### config.mk
export PLATFORM = sky130hd
export DESIGN_NAME = pc_unit
export DESIGN_NICKNAME = d
export VERILOG_FILES = /design/src/rtl/pc_unit.sv
export SDC_FILE = /design/constraint.sdc
export NUM_CORES = 1
export LEC_CHECK = 0
export CORE_MARGIN = 10
export CORE_UTILIZATION = 47
export CTS_CLUSTER_DIAMETER = 60
export DETAILED_ROUTE_END_ITERATION = 10
export PLACE_DENSITY_LB_ADDON = 0.1
export SYNTH_ARGS = -nofsm -noshare
export SYNTH_HDL_FRONTEND = slang
export SYNTH_SLANG_ARGS = --single-unit
### constraint.sdc
create_clock -name i_clk -period 4.8 [get_ports i_clk]
set_clock_uncertainty 0.1 [all_clocks]
set_input_delay 0.96 -clock i_clk [delete_from_list [all_inputs] [get_ports i_clk]]
set_output_delay 0.96 -clock i_clk [all_outputs]
set_load 0.05 [all_outputs]
### src/rtl/pc_unit.sv
// Program-counter unit for the IF stage: reset/trap vectors, prioritised redirects,
// a pending-redirect register for stalled fetch, and misaligned-target detection.
module pc_unit #(
  parameter int              XLEN         = 32,
  parameter logic [XLEN-1:0] RESET_VECTOR = '0,
  parameter logic [XLEN-1:0] TRAP_VECTOR  = XLEN'('h100),
  parameter int              INC          = 4
) (
  input  logic            i_clk,
  input  logic            i_reset,
  input  logic            i_stall,
  input  logic            i_trap,
  input  logic            i_jump,
  input  logic [XLEN-1:0] i_jump_target,
  input  logic            i_branch_taken,
  input  logic [XLEN-1:0] i_branch_target,
  input  logic            i_imem_req_ready,
  output logic            o_imem_req_valid,
  output logic [XLEN-1:0] o_pc,
  output logic [XLEN-1:0] o_pc_plus_inc,
  output logic            o_flush,
  output logic            o_misalign_exc,
  output logic [XLEN-1:0] o_bad_addr,
  output logic            o_pend_valid
);

  localparam logic [XLEN-1:0] INC_VAL  = XLEN'(INC);
  localparam logic [XLEN-1:0] LOW_MASK = XLEN'(INC - 1);

  logic [XLEN-1:0] r_pc;
  logic            r_reqValid;
  logic            r_flush;
  logic            r_misalign;
  logic [XLEN-1:0] r_badAddr;
  logic            r_pendValid;
  logic            r_pendTrap;
  logic [XLEN-1:0] r_pendTarget;

  logic            w_adv;
  logic            w_live;
  logic            w_liveMis;
  logic [XLEN-1:0] w_rawTarget;
  logic [XLEN-1:0] w_liveTarget;
  logic            w_keepPending;

  assign w_adv = r_reqValid & i_imem_req_ready & ~i_stall;

  always_comb begin
    w_live       = 1'b0;
    w_liveMis    = 1'b0;
    w_rawTarget  = '0;
    w_liveTarget = TRAP_VECTOR;
    if (i_trap) begin
      w_live = 1'b1;
    end else if (i_jump || i_branch_taken) begin
      w_live       = 1'b1;
      w_rawTarget  = i_jump ? i_jump_target : i_branch_target;
      w_liveMis    = (w_rawTarget & LOW_MASK) != '0;
      w_liveTarget = w_liveMis ? TRAP_VECTOR : w_rawTarget;
    end
  end

  // A held trap may only be displaced by another trap.
  assign w_keepPending = r_pendValid & r_pendTrap & ~i_trap;

  always_ff @(posedge i_clk or posedge i_reset) begin
    if (i_reset) begin
      r_pc         <= RESET_VECTOR;
      r_reqValid   <= 1'b0;
      r_flush      <= 1'b0;
      r_misalign   <= 1'b0;
      r_badAddr    <= '0;
      r_pendValid  <= 1'b0;
      r_pendTrap   <= 1'b0;
      r_pendTarget <= '0;
    end else begin
      r_reqValid <= 1'b1;
      r_flush    <= w_live | (r_pendValid & w_adv);
      r_misalign <= w_liveMis;
      if (w_liveMis) begin
        r_badAddr <= w_rawTarget;
      end
      if (w_live && w_adv) begin
        r_pc        <= w_liveTarget;
        r_pendValid <= 1'b0;
      end else if (w_live) begin
        if (!w_keepPending) begin
          r_pendValid  <= 1'b1;
          r_pendTrap   <= i_trap;
          r_pendTarget <= w_liveTarget;
        end
      end else if (r_pendValid && w_adv) begin
        r_pc        <= r_pendTarget;
        r_pendValid <= 1'b0;
      end else if (w_adv) begin
        r_pc <= r_pc + INC_VAL;
      end
    end
  end

  assign o_pc             = r_pc;
  assign o_pc_plus_inc    = r_pc + INC_VAL;
  assign o_imem_req_valid = r_reqValid;
  assign o_flush          = r_flush;
  assign o_misalign_exc   = r_misalign;
  assign o_bad_addr       = r_badAddr;
  assign o_pend_valid     = r_pendValid;

endmodule

==> impl_metrics.env, run 1 <==
export IMPL_dieArea_um2=16300
export IMPL_synth_top_cell_area_share_pct=46.5
export IMPL_syn_nets=641
export IMPL_required_ns=3.74
export IMPL_power_switching_share_pct=38.7
export IMPL_num_vias=5025
export IMPL_ys_ff_latch=101
export IMPL_synth_top_family_by_area="simple AND/OR/NAND/NOR gates"
export IMPL_synth_compound_area_share_pct=16.6
export IMPL_finalCritPeriodShare_pct=89.8
export IMPL_cts_setup_buffers=0
export IMPL_syn2layout_area_growth_pct=38.3
export IMPL_period_needed_ns=4.31
export IMPL_synth_cell_type_count=56
export IMPL_muxShareOfSynthArea_pct=9.73
export IMPL_status="finished clean"
export IMPL_cts_hold_buf=0
export IMPL_hold_viol=0
export IMPL_place_hpwl_um=13200
export IMPL_clk_path_buf_depth=2
export IMPL_p_per_area_nw_per_um2=378
export IMPL_grt_pass1_vias=4974
export IMPL_path_max_fanout=9
export IMPL_cts_tree="built"
export IMPL_cts_clk_slew_worst_paths_ns=0.07
export IMPL_switchingPower_w=0.00110
export IMPL_grt_overflow_total=0
export IMPL_netlist_instances=569
export IMPL_design_area_um2=7520
export IMPL_syn_area_um2=5440
export IMPL_slew_viol_final=0
export IMPL_placed_area_um2=7200
export IMPL_firstDrtPassIters=5
export IMPL_yosys_area_share_simple_pct=18.1
export IMPL_seqPwrFrac_pct=36.8
export IMPL_htree_num_levels=3
export IMPL_grt_max_degree=80
export IMPL_cts_buffers=9
export IMPL_fp_row_count=39
export IMPL_clock_sinks=101
export IMPL_synth_xor_area_share_pct=4.51
export IMPL_synthAdderAreaFrac_pct=0.230
export IMPL_fp_dieW_um=128
export IMPL_maxCapViolations=0
export IMPL_relSlewSlack_pct=32.9
export IMPL_ant_nets=0
export IMPL_grt_setup_unrepaired="false"
export IMPL_fin_nets=788
export IMPL_insertion_delay_ns=0.36
export IMPL_post_drt_wl_per_cell_um=20.2
export IMPL_endpoint_kind="output port"
export IMPL_cts_resized=0
export IMPL_synth_edf_count=0
export IMPL_syn_mean_instance_area_um2=9.56
export IMPL_leakagePower_nw=3.08
export IMPL_cp_arrival_ns=3.25
export IMPL_synthArstFlopShare_pct=100
export IMPL_track_usage_pct=21.0
export IMPL_setup_violations_final=0
export IMPL_setup_tns_ns=0
export IMPL_tightest_slew_ns=1.01
export IMPL_numPortBuffers=170
export IMPL_yosys_area_top_type="dfrtp_1"
export IMPL_via_per_inst=5.82
export IMPL_wirelength_um=17500
export IMPL_synthFlopType="dfrtp_1"
export IMPL_core_um2=11400
export IMPL_initial_core_util_pct=47.8
export IMPL_worstSetupPathType="flip-flop to output port"
export IMPL_fill_cells=918
export IMPL_fmax_mhz=232
export IMPL_layout_drive_gt1_share_pct=8.74
export IMPL_power_frac_comb_pct=35.7
export IMPL_clkPwrFrac_pct=27.5
export IMPL_vdd_ir_drop_worst_mv=0.367
export IMPL_internal_power_w=0.00175
export IMPL_drc=0
export IMPL_ios=171
export IMPL_hold_class="flip-flop to flip-flop"
export IMPL_dieHeight_um=128
export IMPL_grt_pass1_wl_um=27700
export IMPL_antenna_cells=0
export IMPL_start_kind="flip-flop"
export IMPL_cts_root_buf="clkbuf_16"
export IMPL_synth_warnings=0
export IMPL_routabilityCongestion=0.904
export IMPL_yosys_top_cells_area="dfrtp_1 46%, mux2i_1 6.6%, nor2_1 4.9%, a21oi_1 4.0%, mux2_2 3.1%"
export IMPL_seq_area_frac_synth_pct=46.5
export IMPL_first_iter_violations=418
export IMPL_antenna_found_initial=0
-- power by group through the flow --
stage / combinational (W) / clock [W] / sequential [W]
floorplan: 0.000358 / 0 / 0.00133
CTS: 0.00103 / 0.000798 / 0.00104
global route: 0.00107 / 0.000832 / 0.00106
finish: 0.00102 / 0.000784 / 0.00105
global placement: 0.00101 / 0 / 0.00105
detailed placement: 0.00102 / 0 / 0.00106
-- placed cells by master, fill, tap and decap left out, types with 3 or more instances in the layout --
cell type        instances
a31oi_1                  3
mux2i_1                 36
or2_2                    7
nor3_2                   3
o221ai_1                 6
nand3_1                  8
o22ai_1                  3
inv_1                    7
clkbuf_16                9
o211ai_1                 3
buf_4                   11
a21oi_1                 43
nor2_1                  70
nand3b_1                 3
o21ai_0                 29
nand4_1                 13
dfrtp_1                101
and4_1                   7
a21o_1                   4
o2bb2ai_1                3
xor2_1                  11
mux2_2                  15
nor3_1                  13
o21a_1                   4
clkdlybuf4s50_1        169
and2_1                   5
nand2_1                 43
a211oi_1                 9
clkbuf_8                 3
xnor2_1                 17
nor4_1                   4
a22o_1                   3
o31ai_1                  9
a2bb2oi_1                4
-- sequential cells by signal, summed over array words and instances (netlist names) --
name and count:
o_bad_addr 32, o_pc 32, r_pendTarget 32, o_flush 1, o_imem_req_valid 1, o_misalign_exc 1
o_pend_valid 1, r_pendTrap 1
-- synth_stat cells (7+ instances only) --
master	count
nand4_1	13
nand3_1	8
or2_2	7
xor2_1	11
inv_1	8
a21oi_1	43
xnor2_1	17
buf_2	15
mux2i_1	36
and4_1	7
nor2_1	71
nor3_1	13
nand2_1	43
a211oi_1	9
clkbuf_1	26
dfrtp_1	101
o21ai_0	29
mux2_2	15
o31ai_1	9
-- worst paths after layout --
check	from	end	slack [ns]	depth (start not counted)
max	o_pc[4]$_DFFE_PP0P_	o_pc_plus_inc[27]	0.49	5
min	r_pendTarget[7]$_DFFE_PP0P_	r_pendTarget[7]$_DFFE_PP0P_	0.38	2
max reg2reg	o_pend_valid$_DFFE_PP0P_	o_pc[12]$_DFFE_PP0P_	2.22	5
min reg2reg	r_pendTarget[7]$_DFFE_PP0P_	r_pendTarget[7]$_DFFE_PP0P_	0.38	2
max in group asynchronous	i_reset	o_bad_addr[23]$_DFFE_PP0P_	2.61	3
min in group asynchronous	i_reset	o_bad_addr[6]$_DFFE_PP0P_	1.07	2
-- critical path: stages (launching register included) --
cell and delay [ns]:
dfrtp_1 0.52, nand4_2 0.19, or4_1 0.78, nor3_2 0.29, xor2_1 0.24, clkdlybuf4s50_1 0.86
-- metal layers --
layer  track usage, %  up-vias  wire (µm)
met3             8.27       19       1820
met4             4.77        0        177
li1                 -     2350          -
met2             31.3      213       7810
met5                0        -          0
met1             28.3     2443       7650
-- final cells by class --
cell class	count	area (µm²)	share of cell area [%]
multi-input combinational	415	2690	35.7
sequential	101	2530	33.6
clock buffer	12	267	3.54
timing repair buffer	181	1780	23.6
clock inverter	4	55.1	0.732
inverter	8	32.5	0.432
tap	143	179	2.38
-- through the flow --
| step | util (%) | hold slack (ns) | worst slack (ns) | cells | power [W] |
|---|---|---|---|---|---|
| CTS | 66.2 | 0.382 | 0.499 | 864 | 0.00287 |
| global route | 66.2 | 0.403 | 0.359 | 864 | 0.00296 |
| detailed placement | 63.4 | 0.365 | 0.906 | 848 | 0.00208 |
| floorplan | - | 0.345 | 1.03 | 569 | 0.00169 |
| global placement | 63.4 | 0.359 | 1.00 | 848 | 0.00206 |
| finish | 66.2 | 0.379 | 0.491 | 864 | 0.00285 |
-- logic make-up (layout without fill, tap and decap cells) --
kind of cell	count (synthesis)	count (layout)
xor gates and xnor gates	28	28
and+or+nand+nor	194	194
muxes	51	51
adders and majority gates	1	1
buffers and inverters	53	205
AOI/OAI and AO/OA	140	140
DFF	101	101
other	1	1
(Power assumes the default switching activity.)
==> inputs of run 2 (changes only) <==
- CELL_PAD_IN_SITES_DETAIL_PLACEMENT: unset -> 2
- CELL_PAD_IN_SITES_GLOBAL_PLACEMENT: unset -> 2
- CORE_UTILIZATION: 47 -> 28
==> run 2 against run 1 <==
Against the previous run:
- power is 0.38% lower
- worst hold slack better by 0.0026 ns
- core utilization is 26 points lower
- register-to-register slack worse by 0.35 ns
- design area is 2.1% higher
- combinational power hardly changed
- critical path type unchanged
- largest cell class unchanged
==> impl_metrics.env, run 2 (synthesized netlist as in run 1, its figures left out) <==
export IMPL_tightest_slew_ns=1.03
export IMPL_status="finished clean"
export IMPL_vdd_ir_drop_worst_mv=0.165
export IMPL_fin_nets=794
export IMPL_slowest_delay_ns=0.86
export IMPL_timing_rr_start="o_pend_valid$_DFFE_PP0P_"
export IMPL_slew_viol_final=0
export IMPL_layout_drive_gt1_share_pct=9.37
export IMPL_antenna_cells=0
export IMPL_cts_root_buf="clkbuf_16"
export IMPL_hold_viol=0
export IMPL_p_per_area_nw_per_um2=369
export IMPL_initial_core_util_pct=28.8
export IMPL_mostFrequentLayoutCell="clkdlybuf4s50_1"
export IMPL_period_needed_ns=4.35
export IMPL_whs_endpoint="r_pendTarget[12]$_DFFE_PP0P_"
export IMPL_reg2reg_setup_slack_ns=1.87
export IMPL_place_hpwl_um=17100
export IMPL_first_iter_violations=184
export IMPL_final_cell_mix="169 x clkdlybuf4s50_1, 101 x dfrtp_1, 70 x nor2_1"
export IMPL_setup_violations_final=0
export IMPL_syn2layout_area_growth_pct=41.3
export IMPL_endpoint_kind="output port"
export IMPL_firstDrtPassIters=4
export IMPL_setup_tns_ns=0
export IMPL_via_per_inst=5.13
export IMPL_core_um2=18900
export IMPL_grt_pass1_wl_um=34700
export IMPL_critPathSlowestCell="clkdlybuf4s50_1"
export IMPL_relSlewSlack_pct=30.8
export IMPL_clk_path_buf_depth=2
export IMPL_numPortBuffers=170
export IMPL_num_vias=5063
export IMPL_cts_buffers=9
export IMPL_fp_row_count=50
export IMPL_worstSetupPathType="flip-flop to output port"
export IMPL_grt_overflow_total=0
export IMPL_antenna_found_initial=0
export IMPL_cts_clk_slew_worst_paths_ns=0.07
export IMPL_grt_max_degree=64
export IMPL_crit_buf_inv=1
export IMPL_ant_nets=0
export IMPL_fmax_mhz=230
export IMPL_track_usage_pct=17.2
export IMPL_worst_hold_slack_ns=0.382
export IMPL_crit_path_start="o_pc[4]$_DFFE_PP0P_"
export IMPL_cts_setup_buffers=0
export IMPL_routabilityCongestion=0.831
export IMPL_htree_num_levels=3
export IMPL_finalCritPeriodShare_pct=90.7
export IMPL_cts_hold_buf=0
export IMPL_grt_setup_unrepaired="false"
export IMPL_maxCapViolations=0
export IMPL_ios=171
export IMPL_clock_sinks=101
export IMPL_drc=0
export IMPL_dieArea_um2=25400
export IMPL_path_max_fanout=9
export IMPL_leakagePower_nw=3.09
export IMPL_dieHeight_um=159
export IMPL_start_kind="flip-flop"
export IMPL_cts_resized=0
export IMPL_fp_dieW_um=159
export IMPL_whs_path_depth=2
export IMPL_path_delay_family="simple AND/OR/NAND/NOR gates"
export IMPL_required_ns=3.74
export IMPL_cp_arrival_ns=3.29
export IMPL_worstHoldStart="r_pendTarget[12]$_DFFE_PP0P_"
export IMPL_post_drt_wl_per_cell_um=22.5
export IMPL_reg2reg_to="o_pc[15]$_DFFE_PP0P_"
export IMPL_wirelength_um=22200
export IMPL_hold_class="flip-flop to flip-flop"
export IMPL_grt_pass1_vias=5731
export IMPL_total_power_w=0.00284
export IMPL_crit_chain="nand4_2 -> or4_1 -> nor3_2 -> xor2_1 -> clkdlybuf4s50_1"
export IMPL_rr_worst_depth=5
export IMPL_insertion_delay_ns=0.34
export IMPL_cts_tree="built"
## run 2: cell count changes in the layout (fill, tap and decap cells not counted), sizes merged
cell      previous run  this run
clkinvlp             1         4
clkinv               2         1
clkbuf              12         9
buf                 12        18
## run 2: metrics by stage
| step | util [%] | setup slack [ns] | instance area, µm² | cells |
|---|---|---|---|---|
| finish | 40.7 | 0.448 | 7680 | 986 |
| global route | 40.7 | 0.282 | 7680 | 986 |
| CTS | 40.7 | 0.426 | 7680 | 986 |
| detailed placement | 39.1 | 0.837 | 7390 | 971 |
| global placement | 39.1 | 0.940 | 7390 | 971 |
| floorplan | - | 1.03 | 5440 | 569 |
## run 2: worst reg2reg max path, stage by stage, from the launching register on
cell	delay, ns
dfrtp_1	0.95
inv_1	0.73
nand2_1	0.57
nor2_1	0.09
a221oi_1	0.28
o2bb2ai_1	0.09
## run 2: layout make-up
type	instances	area [µm²]
fill	2062	11200
multi-input combinational	415	2690
sequential	101	2530
timing repair buffer	187	1820
tap	260	325
clock buffer	9	225
clock inverter	6	65.1
inverter	8	32.5
## run 2: worst max path at each step
stage                     slack [ns]  cells after the start           endpoint
after floorplan                 1.03                      8  o_pc_plus_inc[26]
after CTS                       0.43                      5  o_pc_plus_inc[27]
final                           0.45                      5  o_pc_plus_inc[27]
after detailed placement        0.84                      5  o_pc_plus_inc[27]
after global routing            0.28                      7  o_pc_plus_inc[30]
after global placement          0.94                      5  o_pc_plus_inc[27]
## run 2: power breakdown
| part | internal, W | switching [W] | leakage [nW] |
|---|---|---|---|
| Clock | 0.000401 | 0.000343 | 0.130 |
| Sequential | 0.000947 | 0.000104 | 1.26 |
| Combinational | 0.000354 | 0.000687 | 1.70 |
| Total | 0.00170 | 0.00113 | 3.09 |
## run 2: routing by layer
| metal | wire, µm | vias up | GRT usage, % |
|---|---|---|---|
| met5 | 0 | - | 0 |
| li1 | - | 2342 | - |
| met2 | 10200 | 119 | 27.4 |
| met1 | 10400 | 2590 | 22.3 |
| met3 | 1420 | 12 | 5.34 |
| met4 | 165 | 0 | 3.54 |
